File: src/rtl/instruction_fetch_unit_pkg.sv
// Shared definitions for the instruction fetch unit: reset PC default,
// PC increment and fetch FSM state encodings.
package instruction_fetch_unit_pkg;

    localparam logic [31:0] DEFAULT_RESET_PC = 32'h0000_0000;
    localparam int unsigned PC_INCR          = 4;

    typedef enum logic [1:0] {
        ST_IDLE  = 2'd0,
        ST_FETCH = 2'd1,
        ST_FLUSH = 2'd2
    } fetch_state_e;

endpackage

File: src/rtl/instruction_fetch_unit_skid.sv
// fetch_skid_buffer: one-entry {instr, pc} holding register with valid flag.
// Flush wins over push; a push in the same cycle as a pop refills the entry.
module fetch_skid_buffer
    import instruction_fetch_unit_pkg::*;
#(
    parameter int unsigned BUS_WIDTH  = 32,
    parameter int unsigned ADDR_WIDTH = 32
) (
    input  logic                  clk,
    input  logic                  rst_n,
    input  logic                  flush,
    input  logic                  push,
    input  logic                  pop,
    input  logic [BUS_WIDTH-1:0]  push_instr,
    input  logic [ADDR_WIDTH-1:0] push_pc,
    output logic                  valid,
    output logic [BUS_WIDTH-1:0]  instr,
    output logic [ADDR_WIDTH-1:0] pc
);

    always_ff @(posedge clk) begin
        if (!rst_n) begin
            valid <= 1'b0;
            instr <= '0;
            pc    <= '0;
        end else if (flush) begin
            valid <= 1'b0;
        end else if (push) begin
            valid <= 1'b1;
            instr <= push_instr;
            pc    <= push_pc;
        end else if (pop) begin
            valid <= 1'b0;
        end
    end

endmodule

File: src/rtl/instruction_fetch_unit.sv
// Instruction fetch unit: PC, fetch FSM, output register and skid buffer.
// Optional FETCH_PERF_CNT_EN adds fetch/stall performance counters.
module instruction_fetch_unit
    import instruction_fetch_unit_pkg::*;
#(
    parameter int unsigned            BUS_WIDTH  = 32,
    parameter int unsigned            ADDR_WIDTH = 32,
    parameter logic [ADDR_WIDTH-1:0]  RESET_PC   = ADDR_WIDTH'(DEFAULT_RESET_PC)
) (
    input  logic                  clk,
    input  logic                  rst_n,
    output logic                  imem_req,
    output logic [ADDR_WIDTH-1:0] imem_addr,
    input  logic                  imem_rvalid,
    input  logic [BUS_WIDTH-1:0]  imem_rdata,
    input  logic                  stall_in,
    input  logic                  redirect_en,
    input  logic [ADDR_WIDTH-1:0] redirect_pc,
`ifdef FETCH_PERF_CNT_EN
    output logic [31:0]           perf_fetch_cnt,
    output logic [31:0]           perf_stall_cnt,
`endif
    output logic                  instr_valid,
    output logic [BUS_WIDTH-1:0]  instr_out,
    output logic [ADDR_WIDTH-1:0] pc_out
);

    localparam logic [ADDR_WIDTH-1:0] ALIGN_MASK = ~ADDR_WIDTH'(3);

    fetch_state_e          state;
    fetch_state_e          state_next;
    logic [ADDR_WIDTH-1:0] pc;
    logic [ADDR_WIDTH-1:0] flush_addr;

    logic                  resp;
    logic                  consume;
    logic                  fetch_resp;
    logic                  take_out;
    logic                  skid_push;
    logic                  skid_pop;

    logic                  skid_valid;
    logic [BUS_WIDTH-1:0]  skid_instr;
    logic [ADDR_WIDTH-1:0] skid_pc;

    always_ff @(posedge clk) begin
        if (!rst_n) begin
            state <= ST_IDLE;
        end else begin
            state <= state_next;
        end
    end

    always_comb begin
        state_next = state;
        imem_req   = ((state == ST_FETCH) && !skid_valid) || (state == ST_FLUSH);
        imem_addr  = (state == ST_FLUSH) ? flush_addr : pc;

        if (redirect_en) begin
            // An unanswered request must be seen through before fetching the new target.
            state_next = (imem_req && !imem_rvalid) ? ST_FLUSH : ST_FETCH;
        end else begin
            case (state)
                ST_IDLE:  state_next = ST_FETCH;
                ST_FETCH: state_next = ST_FETCH;
                ST_FLUSH: state_next = imem_rvalid ? ST_FETCH : ST_FLUSH;
                default:  state_next = ST_IDLE;
            endcase
        end
    end

    always_comb begin
        resp       = imem_req && imem_rvalid;
        consume    = instr_valid && !stall_in;
        fetch_resp = (state == ST_FETCH) && resp && !redirect_en;
        take_out   = !skid_valid && (!instr_valid || consume);
        skid_push  = fetch_resp && !take_out;
        skid_pop   = !redirect_en && skid_valid && consume;
    end

    always_ff @(posedge clk) begin
        if (!rst_n) begin
            pc <= RESET_PC & ALIGN_MASK;
        end else if (redirect_en) begin
            pc <= redirect_pc & ALIGN_MASK;
        end else if (fetch_resp) begin
            pc <= pc + ADDR_WIDTH'(PC_INCR);
        end
    end

    // Keeps the address of the abandoned request stable while flushing, even
    // if further redirects move pc.
    always_ff @(posedge clk) begin
        if (!rst_n) begin
            flush_addr <= RESET_PC & ALIGN_MASK;
        end else if (state != ST_FLUSH) begin
            flush_addr <= pc;
        end
    end

    always_ff @(posedge clk) begin
        if (!rst_n) begin
            instr_valid <= 1'b0;
            instr_out   <= '0;
            pc_out      <= '0;
        end else if (redirect_en) begin
            instr_valid <= 1'b0;
        end else if (skid_valid && consume) begin
            instr_valid <= 1'b1;
            instr_out   <= skid_instr;
            pc_out      <= skid_pc;
        end else if (fetch_resp && take_out) begin
            instr_valid <= 1'b1;
            instr_out   <= imem_rdata;
            pc_out      <= pc;
        end else if (consume) begin
            instr_valid <= 1'b0;
        end
    end

    fetch_skid_buffer #(
        .BUS_WIDTH  (BUS_WIDTH),
        .ADDR_WIDTH (ADDR_WIDTH)
    ) u_skid (
        .clk        (clk),
        .rst_n      (rst_n),
        .flush      (redirect_en),
        .push       (skid_push),
        .pop        (skid_pop),
        .push_instr (imem_rdata),
        .push_pc    (pc),
        .valid      (skid_valid),
        .instr      (skid_instr),
        .pc         (skid_pc)
    );

`ifdef FETCH_PERF_CNT_EN
    always_ff @(posedge clk) begin
        if (!rst_n) begin
            perf_fetch_cnt <= '0;
            perf_stall_cnt <= '0;
        end else begin
            if (consume) begin
                perf_fetch_cnt <= perf_fetch_cnt + 32'd1;
            end
            if (instr_valid && stall_in) begin
                perf_stall_cnt <= perf_stall_cnt + 32'd1;
            end
        end
    end
`endif

endmodule

File: config.mk
export PLATFORM = sky130hd
export DESIGN_NAME = instruction_fetch_unit
export DESIGN_NICKNAME = d
export VERILOG_FILES = /design/src/rtl/instruction_fetch_unit_pkg.sv /design/src/rtl/instruction_fetch_unit_skid.sv /design/src/rtl/instruction_fetch_unit.sv
export SDC_FILE = /design/constraint.sdc
export NUM_CORES = 1
export LEC_CHECK = 0
export CORE_AREA = 8 8 187 189
export CTS_BUF_LIST = sky130_fd_sc_hd__clkbuf_8
export DETAILED_ROUTE_END_ITERATION = 16
export DIE_AREA = 0 0 195 197
export PLACE_DENSITY = 0.42
export RECOVER_POWER = 100
export SLEW_MARGIN = 20
export SYNTH_ARGS = -nofsm -noshare
export SYNTH_HDL_FRONTEND = slang
export SYNTH_SLANG_ARGS = --single-unit
File: constraint.sdc
create_clock -name clk -period 2.8 [get_ports clk]
set_input_delay 0.84 -clock clk [delete_from_list [all_inputs] [get_ports clk]]
set_output_delay 0.84 -clock clk [all_outputs]
set_load 0.02 [all_outputs]
Word-level counts from Yosys, hierarchy flattened
Cells that the tools add are included.
{"block": "word_totals", "wordCells": 61, "regBits": 196}
{"block": "op_classes", "bitwise_logic": 2, "n_reduce_logical": 29, "n_eq_ne": 3, "n_addsub": 1, "muxes": 16}
{"cell": "$mux 32", "count": 7}
{"cell": "$add 32x3->32 const B", "count": 1}
{"cell": "$logic_and 1x1->1", "count": 12}
{"cell": "$logic_not 1->1", "count": 6}
{"cell": "$mux 2", "count": 3}
{"cell": "$reduce_bool 2->1", "count": 3}
{"cell": "$mux 1", "count": 5}
{"cell": "$pmux 2 s2", "count": 1}
{"cell": "$reduce_and 2->1", "count": 2}
{"cell": "$reduce_or 2->1", "count": 2}
{"cell": "$reduce_bool 3->1", "count": 1}
{"cell": "$eq 2x1->1 const B", "count": 1}
{"cell": "$eq 2x2->1 const B", "count": 1}
{"cell": "$logic_not 2->1", "count": 1}
{"cell": "$logic_or 1x1->1", "count": 2}
{"cell": "$ne 2x2->1 const B", "count": 1}
{"cell": "$not 1->1", "count": 2}

Logic depth before layout (Yosys ltp)
{"block": "logic_depth", "ltp_word": 9, "mapped_depth": 7}

By module
Synthesis repeated with hierarchy kept, for this count alone.
{"block": "unflattened", "hier_cells": 979, "area_unflattened_um2": 8750.9}
{"mod": "instruction_fetch_unit", "area_each_um2": 6080.8, "instances": 1, "cells_per_inst": 697}
{"mod": "fetch_skid_buffer", "area_each_um2": 2670.1, "instances": 1, "cells_per_inst": 282}

Least setup slack after synthesis
No wires, ideal clock.
{"block": "synth_path", "kind": "register to output", "startpoint": "register state[0]", "endpoint": "output port imem_addr[11]", "required_ps": 1960, "path_slack_ps": 625, "path_stages_with_launch": 5, "path_buffers": 2, "arrival_ps": 1335, "path_cell_list": "dfxtp_1 > nand2b_1 > clkbuf_1 > buf_2 > mux2_1"}
{"block": "synth_via", "elab_chain_len": 2}
{"element": "start, declared", "line": "instruction_fetch_unit.sv:30", "source": "fetch_state_e state;"}
{"element": "start signal, assigned", "line": "instruction_fetch_unit.sv:50", "source": "state <= state_next;"}
{"element": "$eq 2x2->1", "line": "instruction_fetch_unit.sv:57", "source": "imem_addr = (state == ST_FLUSH) ? flush_addr : pc;"}
{"element": "$mux 32", "line": "instruction_fetch_unit.sv:57"}
{"element": "end, declared", "line": "instruction_fetch_unit.sv:13", "source": "output logic [ADDR_WIDTH-1:0] imem_addr,"}
No other way between the ends.

Worst setup path in the final report
{"block": "layout_path", "startpoint": "register state[0]", "endpoint": "output port imem_addr[23]"}
Same word-level chain as after synthesis.

==> results by group <==
Finish
  – Fill count: 3374
  – Non-Filler Instances: 1445
  – Nets: 1094
  – Layout area overhead: 33.5%
  – Cell area after layout: 10500 sq um
  – Share of layout cells above drive strength 1: 11.6%
  – Number of diodes: 0

Power and ir drop
  – Power per cell area: 523 nW/um^2
  – Combinational Power Share: 13.5%
  – P_leak: 4.06 nW
  – Sequential share of power: 51.7%
  – Switching Share: 28.4%
  – Worst VDD drop: 0.226 mV
  – NetSw: 1.56 mW
  – Cell Int Power: 3.94 mW
  – Clock power frac: 34.8%

Detailed routing
  – DRT Pass-1 Iters: 4
  – Drt total wl: 24600 microns
  – First-iteration detailed-routing DRC count: 313
  – Final ANT Viol Nets: 0
  – DR WL/cell: 17.1 microns
  – DR DRC count: 0
  – Vias: 6474
  – Via density: 4.48

Global routing
  – Initial antenna violation count: 1
  – Aggregate global-route resource usage: 12.7%
  – First-pass GRT wire length: 38700 microns
  – Largest net degree at the start of global routing: 65
  – Total gr overflow: 0
  – Vias in the first global route: 6499

Timing
  – Clock skew: 21.1 ps
  – Fmax: 0.371 GHz
  – Rel. slew slack: 64.8%
  – Count of final setup violators: 0
  – Crit share post-route: 96.4%
  – Final min period: 2700 ps
  – RSZ-0062 raised after global routing: true
  – Max-slew violations: 0
  – Worst hold slack: 458 ps
  – Final hold vios: 0
  – Slew @ Worst Pin: 526 ps

Placement
  – PortBufs: 160
  – Gpl congestion: 0.717
  – Cells after DPL: 1411
  – DP Area: 10100 sq um
  – HPWL Detailed: 16500 microns

Floorplanning
  – Chip Height: 197 microns
  – Die Wd: 195 microns
  – Initial Util: 24.6%
  – Die area: 38400 sq um
  – Core Footprint: 32000 sq um
  – Num ports: 167
  – # rows: 66

Logic synthesis
  – Post-synth top cells: dfxtp_1, nand2_1, a21oi_1, nor2_1
  – Cell taking the most area after synthesis: dfxtp_1
  – Number of flops mapped to enable cells by yosys: 0
  – Synthesized cell area: 7880 sq um
  – Register area share after synthesis: 47.8%
  – Top_reg_cell synth: dfxtp_1
  – Ranking of synthesized cells by area: dfxtp_1, mux2i_1, nand2_1
  – Synth Instances: 877
  – Distinct cells, synth: 47
  – Ys Warns: 0
  – Syn Area/Cell: 8.98 sq um
  – Yosys top cell area share: 47.8%
  – Seq cells post-synth: 188
  – Asr flop ratio synth: 0%
  – Count leader, synth: dfxtp_1

Critical path
  – Crit. End Element: primary output
  – Worst-path fanout max: 11
  – CP arrival: 1860 ps
  – Worst path buffer plus inverter count: 2
  – Worst path max stage delay: 340 ps
  – Setup CP Type: reg -> out
  – CP max stage cell: dfxtp_1
  – Cells along the critical path: nand2b_4 > clkbuf_16 > mux2_2 > dlygate4sd2_1
  – Data required, critical path: 1960 ps
  – CP startpoint kind: flip-flop
  – CP top delay family: buffers and inverters

Clock network
  – Sink Count: 188
  – CTS clk-pin slew, worst paths: 100 ps
  – Post-CTS Hold Fix Bufs: 0
  – Root buf cell: clkbuf_8
  – H-tree depth: 4
  – Clock Latency Late Sink: 480 ps
  – CTS Buf Count: 17
  – Clock Tree Buf Depth: 2
  – CTS tree: yes

Worst hold path
  – Hold crit path type: reg -> reg

Run status
  – Status: finished clean

Run
  – MaxCap Viol Count: 0
==> power by group through the flow <==
stage          combinational, mW  clock [mW]  sequential (mW)
3_3_place_gp               0.770           0             2.91
6_report                   0.742        1.91             2.85
5_1_grt                    0.812        2.11             2.86
3_5_place_dp               0.770           0             2.91
2_1_floorplan              0.327           0             2.95
4_1_cts                    0.750        2.01             2.85
==> per-layer routing <==
layer	GRT usage, %	vias to the layer above	share of wire (%)
met4	2.95	2	0.72
met3	3.21	15	4.3
met2	20.1	138	45
met5	0	-	0.053
met1	17.1	2999	50
li1	-	3320	-
==> area by class of cell <==
class,count,area [sq um],area share (%)
Clock buffer,17,234,2.22
Timing Repair Buffer,200,2020,19.2
Multi-Input combinational cell,612,3800,36.2
Tap cell,408,510,4.85
Inverter,5,21.3,0.202
Sequential cell,188,3760,35.8
Clock inverter,15,166,1.58
==> registers in the layout, summed over array words and instances (netlist names) <==
| name | cells |
|---|---|
| flush_addr | 30 |
| instr_out | 32 |
| instr_valid | 1 |
| pc | 30 |
| pc_out | 30 |
| state | 2 |
| u_skid.instr | 32 |
| u_skid.pc | 30 |
| u_skid.valid | 1 |
==> kinds of logic (layout without fill, tap and decap cells) <==
kind of cell / after synthesis / after routing / synth area share, %
adders and majority gates: 1 / 1 / 0.159
AOI/OAI and AO/OA: 186 / 186 / 14.2
DFF: 188 / 188 / 47.8
muxes: 94 / 94 / 12.4
and+or+nand+nor: 301 / 301 / 18.1
buffers and inverters: 80 / 237 / 4.48
other: 1 / 4 / 0.0476
xor gates and xnor gates: 26 / 26 / 2.89
==> metrics by stage <==
stage	setup TNS [ps]	worst slack [ps]	total power, mW	utilization (%)
global route	-34.9	-17.5	5.79	32.8
floorplan	0	625	3.28	-
detailed placement	-1.68	-1.68	3.68	31.5
global placement	0	43.1	3.68	31.5
CTS	0	21.8	5.61	32.7
finish	0	102	5.50	32.8
==> final timing paths <==
path	startpoint	to	slack, ps	cells after the start
worst max-delay path	state[0]	imem_addr[23]	100	4
worst min-delay path	u_skid.instr[28]	u_skid.instr[28]	460	2
worst max register to register	pc[2]	pc[24]	620	6
worst min register to register	u_skid.instr[28]	u_skid.instr[28]	460	2
==> layout by cell type (no fill, tap or decap), types with 3 or more instances in the layout <==
| cell | Yosys | final |
|---|---|---|
| buf_4 | 5 | 28 |
| nand2_1 | 140 | 140 |
| nand3_1 | 15 | 15 |
| nor4_1 | 4 | 4 |
| a211oi_1 | 64 | 64 |
| clkbuf_2 | 0 | 3 |
| xnor2_1 | 16 | 16 |
| o21ai_0 | 25 | 25 |
| clkbuf_8 | 0 | 17 |
| and2_1 | 32 | 32 |
| clkdlybuf4s15_1 | 0 | 16 |
| inv_1 | 4 | 6 |
| dlygate4sd2_1 | 0 | 11 |
| nand4_1 | 9 | 9 |
| buf_12 | 0 | 10 |
| nor2_1 | 72 | 71 |
| inv_8 | 0 | 3 |
| clkinvlp_4 | 0 | 4 |
| dfxtp_1 | 188 | 187 |
| xor2_1 | 10 | 10 |
| clkdlybuf4s50_1 | 0 | 128 |
| mux2_1 | 4 | 4 |
| a21oi_1 | 91 | 91 |
| and4_1 | 4 | 4 |
| mux2_2 | 26 | 26 |
| conb_1 | 1 | 4 |
| nor3_1 | 3 | 3 |
| mux2i_1 | 64 | 64 |
| and3_1 | 3 | 3 |
==> worst reg2reg max path: cells and delay by family (launching register included) <==
family / cells / cell delay [ps]
AND/OR/NAND/NOR: 3 / 1020
flip-flops: 1 / 540
adder cells (fa/ha/maj): 1 / 250
XOR/XNOR: 1 / 170
AO/OA/AOI/OAI: 1 / 80
==> timing repair <==
item,4_1_cts,5_1_grt
setup buffers,0,1
gates resized for setup,30,26
endpoints found under the setup margin,30,26
cloned,0,1
Power figures use the tool's default switching activity.
==> RTL change, RTL diff (same flow settings) <==
`ADDR_WIDTH` is set to 32 in 2 places; all go to 36.
--- a/src/rtl/instruction_fetch_unit_skid.sv
+++ b/src/rtl/instruction_fetch_unit_skid.sv
@@ -4,7 +4,7 @@
     import instruction_fetch_unit_pkg::*;
 #(
     parameter int unsigned BUS_WIDTH  = 32,
-    parameter int unsigned ADDR_WIDTH = 32
+    parameter int unsigned ADDR_WIDTH = 36
 ) (
     input  logic                  clk,
     input  logic                  rst_n,
--- a/src/rtl/instruction_fetch_unit.sv
+++ b/src/rtl/instruction_fetch_unit.sv
@@ -4,7 +4,7 @@
     import instruction_fetch_unit_pkg::*;
 #(
     parameter int unsigned            BUS_WIDTH  = 32,
-    parameter int unsigned            ADDR_WIDTH = 32,
+    parameter int unsigned            ADDR_WIDTH = 36,
     parameter logic [ADDR_WIDTH-1:0]  RESET_PC   = ADDR_WIDTH'(DEFAULT_RESET_PC)
 ) (
     input  logic                  clk,
Ports: changed (resized imem_addr, pc_out and redirect_pc); port bits go from 167 to 179. No check against the original RTL was run, so the function may have changed too.
==> RTL change against the unedited design <==
Synthesized cell count is 8.2% higher; clock skew rose by 0.0096 ns; sequential power increased by 9.1%; combinational power grew 5.5%; sequential cell count rose by 16; routed wire length rose by 11%; worst setup slack got worse by 0.078 ns; area after synthesis is 12% higher; highest routed layer unchanged; first-iteration DRC count fell by 34%; count of clock-buffer cells in the layout up 34; hold slack improved by 0.0014 ns; utilization is 4.5 points higher; power is 23% higher; cell area up 14%.
==> RTL change: results (changes against the unedited design) <==
| Metric | Value |
|---|---|
| Status | finished, final reports clean (unchanged) |
| Seq/Total Area, Yosys | 0.462 (was 0.478) |
| Reg2Reg Capture Point | pc[35] (was pc[24]) |
| WL per Instance | 17.4 um (was 17.1 um) |
| Clk power | 2870 uW (was 1910 uW) |
| Reg2reg path depth | 5 (was 6) |
| Crit-path max FO | 7 (was 11) |
| Detailed-route via count | 7,233 (was 6,474) |
| WHS | 0.460 ns (was 0.458 ns) |
| Synth cell count leaders | nand2_1 (219), dfxtp_1 (204), o211a_1 (69) (was dfxtp_1 (188), nand2_1 (140), a21oi_1 (91)) |
| Psw | 1730 uW (was 1560 uW) |
| Worst slack, placed | -0.249 ns (was -0.00168 ns) |
| Skew-Pair Late Insertion Delay | 0.54 ns (was 0.48 ns) |
| Longest Clk Path Bufs | 3 (was 2) |
| Placed insts | 1,498 (was 1,411) |
| H-tree Lvls | 2 (was 4) |
| Flop-to-flop setup slack | 0.65 ns (was 0.62 ns) |
| Hold Path Sink | u_skid.instr[0] (was u_skid.instr[28]) |
| Top post-synthesis cells by area | dfxtp_1 (46%), nand2_1 (9.3%), o211a_1 (7.8%) (was dfxtp_1 (48%), mux2i_1 (8.1%), nand2_1 (6.7%)) |
| DR pass1 iterations | 5 (was 4) |
| Share of cells above drive strength 1 | 0.161 (was 0.116) |
| Sequential share of power | 0.460 (was 0.517) |
| Global-route wire length before repair | 42.6 mm (was 38.7 mm) |
| PD cells | 564 nW/um^2 (was 523 nW/um^2) |
| DR WL met3 | 1.46 mm (was 1.06 mm) |
| Met2 Use GR | 0.226 (was 0.201) |
| GR Util met1 | 0.176 (was 0.171) |
| Nets@finish | 1,208 (was 1,094) |
| M3 GR Usage | 0.0399 (was 0.0321) |
| Setup crit end | imem_addr[35] (was imem_addr[23]) |
| Syn avg cell area | 9.31 um^2 (was 8.98 um^2) |
| Clock slew at reported path FFs | 0.06 ns (was 0.10 ns) |
| Vias in the first global route | 7,300 (was 6,499) |
| Worst slew margin | 0.637 (was 0.648) |
| FF-to-FF Start | u_skid.valid (was pc[2]) |
| RD Place Congestion | 0.700 (was 0.717) |
| Crit path DAT | 1.94 ns (was 1.86 ns) |
| Distinct cell type count after synthesis | 42 (was 47) |
| HP Start | u_skid.instr[0] (was u_skid.instr[28]) |
| Max Clock Freq | 360 MHz (was 371 MHz) |
| Antenna violations before repair | 6 (was 1) |
| Vias/cell | 4.62 (was 4.48) |
| HPWL after detailed placement | 18.2 mm (was 16.5 mm) |
| GRT Util Overall | 0.138 (was 0.127) |
| VDD IR max | 0.000261 V (was 0.000226 V) |
| Pleak | 0.00558 uW (was 0.00406 uW) |
| Drt first-iter violations | 206 (was 313) |
| Post-Route M1 WL | 12.8 mm (was 12.4 mm) |
| Compound-Gate Fraction of Synth Area | 0.180 (was 0.142) |
| TritonCTS buffer count | 40 (was 17) |
| Skew final | 0.0307 ns (was 0.0211 ns) |
## RTL change: cell count changes after synthesis, sizes merged, moves of 8 or more
cell	unedited run	this run
nand3	16	7
nor2	72	8
a21boi	0	66
a21oi	91	20
dfxtp	188	204
a211oi	64	0
o21ai	25	41
o211a	0	69
or3	1	9
nand2	140	219
## RTL change: final cells by class
cell class | count | area [um^2]
inverters | 4 | 15.0
diodes | 1 | 2.50
clock buffers | 51 | 702
repair buffers | 223 | 2180
multi-input cells | 661 | 4420
fillers | 3331 | 20100
clock inverters | 13 | 57.6
well taps | 408 | 510
flip-flops and latches | 204 | 4090
## RTL change: critical path, cell delays in order (launching register included)
cell	delay, ns
dfxtp_2	0.36
nand2b_4	0.22
clkbuf_16	0.19
mux2_2	0.34
clkdlybuf4s15_2	0.28
## RTL change: what timing repair did
| action | 4_1_cts | 5_1_grt |
|---|---|---|
| gates resized for setup | 99 | 41 |
| cloned | 1 | 1 |
| endpoints found under the setup margin | 35 | 27 |
| pin swaps | 0 | 0 |
| setup buffers | 0 | 0 |
